`src/rtl/plab4_net_ingress_adapter_pkg.sv`:
```
// ---------------------------------------------------------------------------
// plab4_net_ingress_adapter_pkg
//
// Purpose : Shared definitions for the ingress adapter. These are the
//           network-message layout helpers: the total message width and the
//           offset of each field. A message is {dest, src, opaque, payload}
//           with dest at the MSBs. A domain enum for the 1-bit security
//           domain is also defined here.
// Ports   : none (package)
// ---------------------------------------------------------------------------
package plab4_net_ingress_adapter_pkg;

  // Security domains. FIFO index == domain value.
  typedef enum logic {
    SD_0 = 1'b0,
    SD_1 = 1'b1
  } sec_dom_e;

  localparam int NUM_DOMAINS = 2;

  // Total network message width: payload + opaque + src + dest.
  function automatic int vc_net_msg_nbits(input int p, input int o, input int s);
    return p + o + 2 * s;
  endfunction

  // Field LSB offsets inside a message.
  function automatic int vc_net_msg_payload_lsb();
    return 0;
  endfunction

  function automatic int vc_net_msg_opaque_lsb(input int p);
    return p;
  endfunction

  function automatic int vc_net_msg_src_lsb(input int p, input int o);
    return p + o;
  endfunction

  function automatic int vc_net_msg_dest_lsb(input int p, input int o, input int s);
    return p + o + s;
  endfunction

endpackage

```
`src/rtl/plab4_net_ingress_fifo.sv`:
```
// ---------------------------------------------------------------------------
// plab4_net_ingress_fifo
//
// Purpose : Single-domain circular FIFO holding formatted network messages.
//           There is no bypass path. An entry written this cycle becomes
//           visible on o_head on the next cycle. A full FIFO does not accept
//           an enqueue even if a dequeue happens in the same cycle; that
//           decision is made upstream from o_full.
// Params  : p_nbits       - entry width
//           p_num_entries - depth (power of two, >= 2)
// Ports   : clk        in  clock
//           reset      in  synchronous active-high reset (pointers/count only)
//           i_enq      in  write request (ignored when full)
//           i_enq_msg  in  entry to write
//           i_deq      in  pop request (ignored when empty)
//           o_full     out occupancy == depth
//           o_empty    out occupancy == 0
//           o_head     out oldest entry (don't-care when empty)
// ---------------------------------------------------------------------------
module plab4_net_ingress_fifo
  import plab4_net_ingress_adapter_pkg::*;
#(
  parameter int p_nbits       = 39,
  parameter int p_num_entries = 2
)(
  input  logic               clk,
  input  logic               reset,
  input  logic               i_enq,
  input  logic [p_nbits-1:0] i_enq_msg,
  input  logic               i_deq,
  output logic               o_full,
  output logic               o_empty,
  output logic [p_nbits-1:0] o_head
);

  localparam int PTR_W = $clog2(p_num_entries);
  localparam int CNT_W = PTR_W + 1;

  logic [p_nbits-1:0] r_mem [p_num_entries];
  logic [PTR_W-1:0]   r_wr_ptr;
  logic [PTR_W-1:0]   r_rd_ptr;
  logic [CNT_W-1:0]   r_count;

  logic w_enq;
  logic w_deq;

  assign o_full  = (r_count == CNT_W'(p_num_entries));
  assign o_empty = (r_count == '0);
  assign o_head  = r_mem[r_rd_ptr];

  // Local protection, so the FIFO never corrupts itself on a bad request.
  assign w_enq = i_enq && !o_full;
  assign w_deq = i_deq && !o_empty;

  // Storage is not reset. Stale contents are unreachable once the pointers
  // and count are cleared.
  always_ff @(posedge clk) begin
    if (w_enq) begin
      r_mem[r_wr_ptr] <= i_enq_msg;
    end
  end

  // The depth is a power of two, so the pointers wrap naturally.
  always_ff @(posedge clk) begin
    if (reset) begin
      r_wr_ptr <= '0;
      r_rd_ptr <= '0;
      r_count  <= '0;
    end else begin
      if (w_enq) begin
        r_wr_ptr <= r_wr_ptr + 1'b1;
      end
      if (w_deq) begin
        r_rd_ptr <= r_rd_ptr + 1'b1;
      end
      case ({w_enq, w_deq})
        2'b10:   r_count <= r_count + 1'b1;
        2'b01:   r_count <= r_count - 1'b1;
        default: r_count <= r_count;
      endcase
    end
  end

endmodule

```
`src/rtl/plab4_net_ingress_adapter.sv`:
```
// ---------------------------------------------------------------------------
// plab4_net_ingress_adapter
//
// Purpose : Per-terminal injection stage in front of one ring input port.
//           Client requests carry a 1-bit security domain. Each request is
//           stamped with {dest, src=p_port_id, per-domain opaque seq tag,
//           payload} and queued in that domain's FIFO. Only the FIFO of the
//           domain that currently owns the ring (cur_sd) is ever presented
//           or popped. The other domain's FIFO is never observed, which keeps
//           the two domains isolated from each other.
//
// Optional feature (macro PLAB4_NET_INGRESS_GUARD_EN):
//           When defined, the previous cur_sd is registered. in_val is held
//           low during the first cycle after any domain change, which lets
//           in-flight flits of the old domain drain.
//
// Ports   : clk         in  clock
//           reset       in  synchronous active-high reset
//           req_val     in  client request valid
//           req_rdy     out client request ready (= !full[req_sd])
//           req_dest    in  destination router id
//           req_payload in  payload
//           req_sd      in  security domain of request
//           in_val      out message valid to ring input port
//           in_rdy      in  ring input port ready
//           in_msg      out {dest, src, opaque, payload}; zero when !in_val
//           in_sd       out domain of presented message (= cur_sd)
//           cur_sd      in  domain currently owning the ring
// ---------------------------------------------------------------------------
module plab4_net_ingress_adapter
  import plab4_net_ingress_adapter_pkg::*;
#(
  parameter  int p_payload_nbits = 32,
  parameter  int p_opaque_nbits  = 3,
  parameter  int p_srcdest_nbits = 2,
  parameter  int p_port_id       = 0,
  parameter  int p_num_entries   = 2,
  localparam int m = vc_net_msg_nbits(p_payload_nbits, p_opaque_nbits, p_srcdest_nbits)
)(
  input  logic                       clk,
  input  logic                       reset,
  input  logic                       req_val,
  output logic                       req_rdy,
  input  logic [p_srcdest_nbits-1:0] req_dest,
  input  logic [p_payload_nbits-1:0] req_payload,
  input  logic                       req_sd,
  output logic                       in_val,
  input  logic                       in_rdy,
  output logic [m-1:0]               in_msg,
  output logic                       in_sd,
  input  logic                       cur_sd
);

  localparam logic [p_srcdest_nbits-1:0] SRC_ID = p_srcdest_nbits'(p_port_id);

  logic [NUM_DOMAINS-1:0]        w_full;
  logic [NUM_DOMAINS-1:0]        w_empty;
  logic [NUM_DOMAINS-1:0]        w_enq;
  logic [NUM_DOMAINS-1:0]        w_deq;
  logic [NUM_DOMAINS-1:0][m-1:0] w_head;
  logic                          w_guard;

  // -------------------------------------------------------------------------
  // Per-domain datapath: the opaque counter and the FIFO.
  // -------------------------------------------------------------------------
  genvar gi;
  generate
    for (gi = 0; gi < NUM_DOMAINS; gi++) begin : g_dom
      logic [p_opaque_nbits-1:0] r_opq_cnt;
      logic [m-1:0]              w_enq_msg;

      assign w_enq[gi] = req_val && req_rdy && (req_sd == 1'(gi));
      assign w_deq[gi] = in_val && in_rdy && (cur_sd == 1'(gi));

      assign w_enq_msg = {req_dest, SRC_ID, r_opq_cnt, req_payload};

      // The sequence tag advances only on accepted requests and wraps mod 2^o.
      always_ff @(posedge clk) begin
        if (reset) begin
          r_opq_cnt <= '0;
        end else if (w_enq[gi]) begin
          r_opq_cnt <= r_opq_cnt + 1'b1;
        end
      end

      plab4_net_ingress_fifo #(
        .p_nbits       (m),
        .p_num_entries (p_num_entries)
      ) u_fifo (
        .clk       (clk),
        .reset     (reset),
        .i_enq     (w_enq[gi]),
        .i_enq_msg (w_enq_msg),
        .i_deq     (w_deq[gi]),
        .o_full    (w_full[gi]),
        .o_empty   (w_empty[gi]),
        .o_head    (w_head[gi])
      );
    end
  endgenerate

  // -------------------------------------------------------------------------
  // Domain-switch guard
  // -------------------------------------------------------------------------
`ifdef PLAB4_NET_INGRESS_GUARD_EN
  logic r_prev_sd;

  always_ff @(posedge clk) begin
    if (reset) begin
      r_prev_sd <= 1'b0;
    end else begin
      r_prev_sd <= cur_sd;
    end
  end

  assign w_guard = (cur_sd != r_prev_sd);
`else
  assign w_guard = 1'b0;
`endif

  // -------------------------------------------------------------------------
  // Client and ring handshakes
  // -------------------------------------------------------------------------
  // req_rdy depends only on registered occupancy. A pop in the same cycle
  // does not free a slot early, so there is no comb path from in_rdy.
  assign req_rdy = !w_full[req_sd];

  assign in_sd   = cur_sd;
  assign in_val  = !w_empty[cur_sd] && !w_guard;
  // Zeroing the message while it is invalid keeps the stale head of an idle
  // or guarded FIFO off the ring wires.
  assign in_msg  = in_val ? w_head[cur_sd] : '0;

endmodule

```
`config.mk`:
```
export PLATFORM = sky130hd
export DESIGN_NAME = plab4_net_ingress_adapter
export DESIGN_NICKNAME = d
export VERILOG_FILES = /design/src/rtl/plab4_net_ingress_adapter_pkg.sv /design/src/rtl/plab4_net_ingress_fifo.sv /design/src/rtl/plab4_net_ingress_adapter.sv
export SDC_FILE = /design/constraint.sdc
export NUM_CORES = 1
export LEC_CHECK = 0
export CAP_MARGIN = 20
export CORE_MARGIN = 5
export CORE_UTILIZATION = 50
export DETAILED_ROUTE_END_ITERATION = 7
export DONT_BUFFER_PORTS = 1
export PLACE_DENSITY = 0.69
export REMOVE_ABC_BUFFERS = 1
export SYNTH_ARGS = -nofsm -noshare
export SYNTH_HDL_FRONTEND = slang
export SYNTH_SLANG_ARGS = --single-unit
```
`constraint.sdc`:
```
create_clock -name clk -period 2.5 [get_ports clk]
set_input_delay 0.25 -clock clk [delete_from_list [all_inputs] [get_ports clk]]
set_output_delay 0.25 -clock clk [all_outputs]
set_load 0.01 [all_outputs]
```
==> results.yml <==
outcome:
  status: "complete, no violations"
timing:
  post-route-period-util_pct: 88.8
  drv_slew: 0
  skew_ns: 0.00639
  fmax_ghz: 0.450
  fin_ws_ns: 0.279
  finalHoldViolCount: 0
  finalCriticalPeriod_ns: 2.22
  rsz0062_at_grt: "false"
  finalSetupViolations: 0
  worst_pin_slew_ns: 0.590
  tns_ns: 0
  slew_headroom_pct: 60.7
clock_tree:
  cts_post_setup_buffers_inserted: 0
  clk_pin_slew_ns: 0.06
  htreeDepth: 4
  clock-sinks: 164
  cts_tree: "done"
  insertion_delay_ns: 0.41
  cts.path.max_buffers: 2
  ctsRootBufferMaster: "clkbuf_16"
  post_cts_resized: 0
  cts_buffers: 17
yosys:
  synth_cells: 416
  ys_seq_area_share_pct: 71.9
  yosysUniqueCellTypes: 26
  syn_avg_cell_area_um2: 15.9
  yosys_warnings: 0
  synth_area_mm2: 0.00662
  synth-seq-cells: 164
die:
  core_area_mm2: 0.0131
  die_y_um: 125
  start_util_pct: 50.4
  die_area_mm2: 0.0157
  ioPinCount: 82
  die_w_um: 125
  rows: 42
place:
  gp_congestion: 0.703
  portBuffers: 0
  hpwl_um: 6870
  post-place-cells: 573
  dp_slack_ns: 0.670
power:
  power.density_mw_per_mm2: 801
  ir_drop_uv: 546
  power.leakage_nw: 2.43
min_path:
  hold_path_end: "g_dom[1].r_opq_cnt[2]"
  hold_depth: 2
  hp-start: "reset"
  holdCritPathClass: "in -> reg"
grt:
  use_met1_pct: 19.2
  grt_pass1_vias: 3628
  grt.busiest_layer: "met2"
  grt_max_degree: 79
  grt_overflow: 0
  gr-usage-met2_pct: 26.7
  antenna_found_initial: 0
  grt_use_total_pct: 15.7
  grtUsageMet3_pct: 4.22
  grt_pass1_wl_um: 19000
route:
  vias: 3516
  first_iter_violations: 189
  drc_errors: 0
  firstDrtPassIters: 4
  via_per_inst: 5.50
  routed_wirelength_um: 11900
  wire_per_inst_um: 18.6
  ant_nets: 0
final_layout:
  seq_area_mm2: 0.00477
  antennaDiodeCount: 0
  final_cells: 639
  finish.utilization_pct: 58.8
  drive_gt1_share_pct: 13.2
  area_growth_syn_to_layout_pct: 16.7
  nets: 495
  multiInputGateArea_mm2: 0.00169
  fillCellCount: 1035
setup_path:
  start_kind: "register"
  r2r-end: "g_dom[0].u_fifo.r_mem[1][5]"
  timing.rr.start: "g_dom[0].u_fifo.r_count[0]"
  ff2ff_setup_slack_ns: 0.78
  rr_worst_depth: 3
  crit_fanout: 42
  critPathKind: "reg -> out"
  cp-end-kind: "output port"
  critPathArrivalTime_ns: 1.97
  crit_required_ns: 2.25
job:
  maxCapViolCount: 0
[through the flow]
stage	hold slack (ns)	cell area (um2)	total power, mW
3_5_place_dp	0.323	6830	3.78
2_1_floorplan	0.319	6460	3.61
3_3_place_gp	0.318	6830	3.76
5_1_grt	0.0672	7730	6.44
6_report	0.0680	7730	6.19
4_1_cts	0.0468	7730	6.26
[cells in the final DEF, fill, tap and decap left out]
cell / count
buf_4: 3
nor2b_1: 42
nor2_1: 9
a211oi_1: 55
edfxtp_1: 148
inv_1: 1
xor2_1: 2
or3_1: 8
dfxtp_2: 2
mux2i_1: 37
inv_2: 2
clkinv_1: 4
nand2b_1: 4
and3_2: 2
clkinv_2: 1
xnor2_1: 2
clkinvlp_4: 3
conb_1: 2
dlygate4sd3_1: 35
nand2_1: 4
clkbuf_16: 17
nand3_1: 4
mux2_2: 3
bufinv_16: 2
ha_1: 4
dfxtp_1: 14
inv_6: 1
buf_12: 6
o21ai_0: 10
and2_1: 1
a21oi_1: 13
clkbuf_1: 3
a211oi_2: 19
[kinds of logic (layout without fill, tap and decap cells)]
group,Yosys count,count (layout),share of synthesized area [%]
flops,164,164,71.9
compound gates,97,97,11.6
simple gates,74,74,6.42
mux,40,40,6.10
buf+inv,32,78,2.64
fa+ha+maj,4,4,0.756
xor+xnor,4,4,0.529
other cells,1,2,0.0566
[flip-flops by register name, summed over array words and instances (netlist names), named ones only]
signal / cells
g_dom.u_fifo.r_mem: 148
g_dom.u_fifo.r_count: 4
g_dom.u_fifo.r_wr_ptr: 2
g_dom.r_opq_cnt: 6
g_dom.u_fifo.r_rd_ptr: 2
[how the worst max path moves through the flow]
stage / startpoint / to / slack, ns / cells past startpoint
after CTS: register / in_msg[12] / 0.21 / 3
after global routing: register / in_msg[7] / 0.08 / 3
after floorplan: register / in_msg[0] / 0.21 / 2
after global placement: register / in_msg[0] / 0.73 / 3
after detailed placement: register / in_msg[12] / 0.67 / 3
final: register / in_msg[12] / 0.28 / 3
[metal layers]
layer / share of wire (%) / up-vias
li1: - / 1687
met1: 43 / 1728
met2: 51 / 93
met3: 4.5 / 8
met4: 0.98 / 0
met5: 0 / -
[where the power goes]
group	leakage [nW]	switching [mW]	total, mW	internal, mW
Clock	0.256	0.960	2.41	1.45
Combinational	0.680	0.386	0.614	0.228
Sequential	1.49	0.0530	3.17	3.11
[worst max-delay path: stages, from the launching register on]
cell and delay, ns:
dfxtp_2 0.70, buf_12 0.28, a211oi_1 0.11, a211oi_1 0.45
[area by class of cell]
type	count	area share, %
Clock buffer	20	5.65
Clock inverter	11	1.44
Inverter	3	0.146
Multi-Input combinational cell	221	21.9
Sequential cell	164	61.7
Tap cell	176	2.85
Timing Repair Buffer	44	6.38
[synth_stat cells, drive strengths merged]
| library cell | number | share of area (%) |
|---|---|---|
| a21oi | 13 | 0.98 |
| edfxtp | 148 | 67 |
| conb | 1 | 0.057 |
| nand2 | 4 | 0.23 |
| clkbuf | 9 | 0.51 |
| nand2b | 4 | 0.38 |
| and3 | 2 | 0.19 |
| o21ai | 10 | 0.76 |
| nor2b | 42 | 4.0 |
| or3 | 8 | 0.76 |
| xor2 | 2 | 0.26 |
| dfxtp | 16 | 4.8 |
| mux2 | 3 | 0.51 |
| nand3 | 4 | 0.30 |
| inv | 3 | 0.17 |
| xnor2 | 2 | 0.26 |
| buf | 20 | 2.0 |
| mux2i | 37 | 5.6 |
| and2 | 1 | 0.095 |
| ha | 4 | 0.76 |
| a211oi | 74 | 9.8 |
| nor2 | 9 | 0.51 |
[repair_timing]
| action | CTS | global route |
|---|---|---|
| setup endpoints to repair | 0 | 0 |
| endpoints found under the hold margin | 150 | 0 |
| hold buffers | 35 | 0 |
No activity file was read; power rests on OpenSTA's default activity.
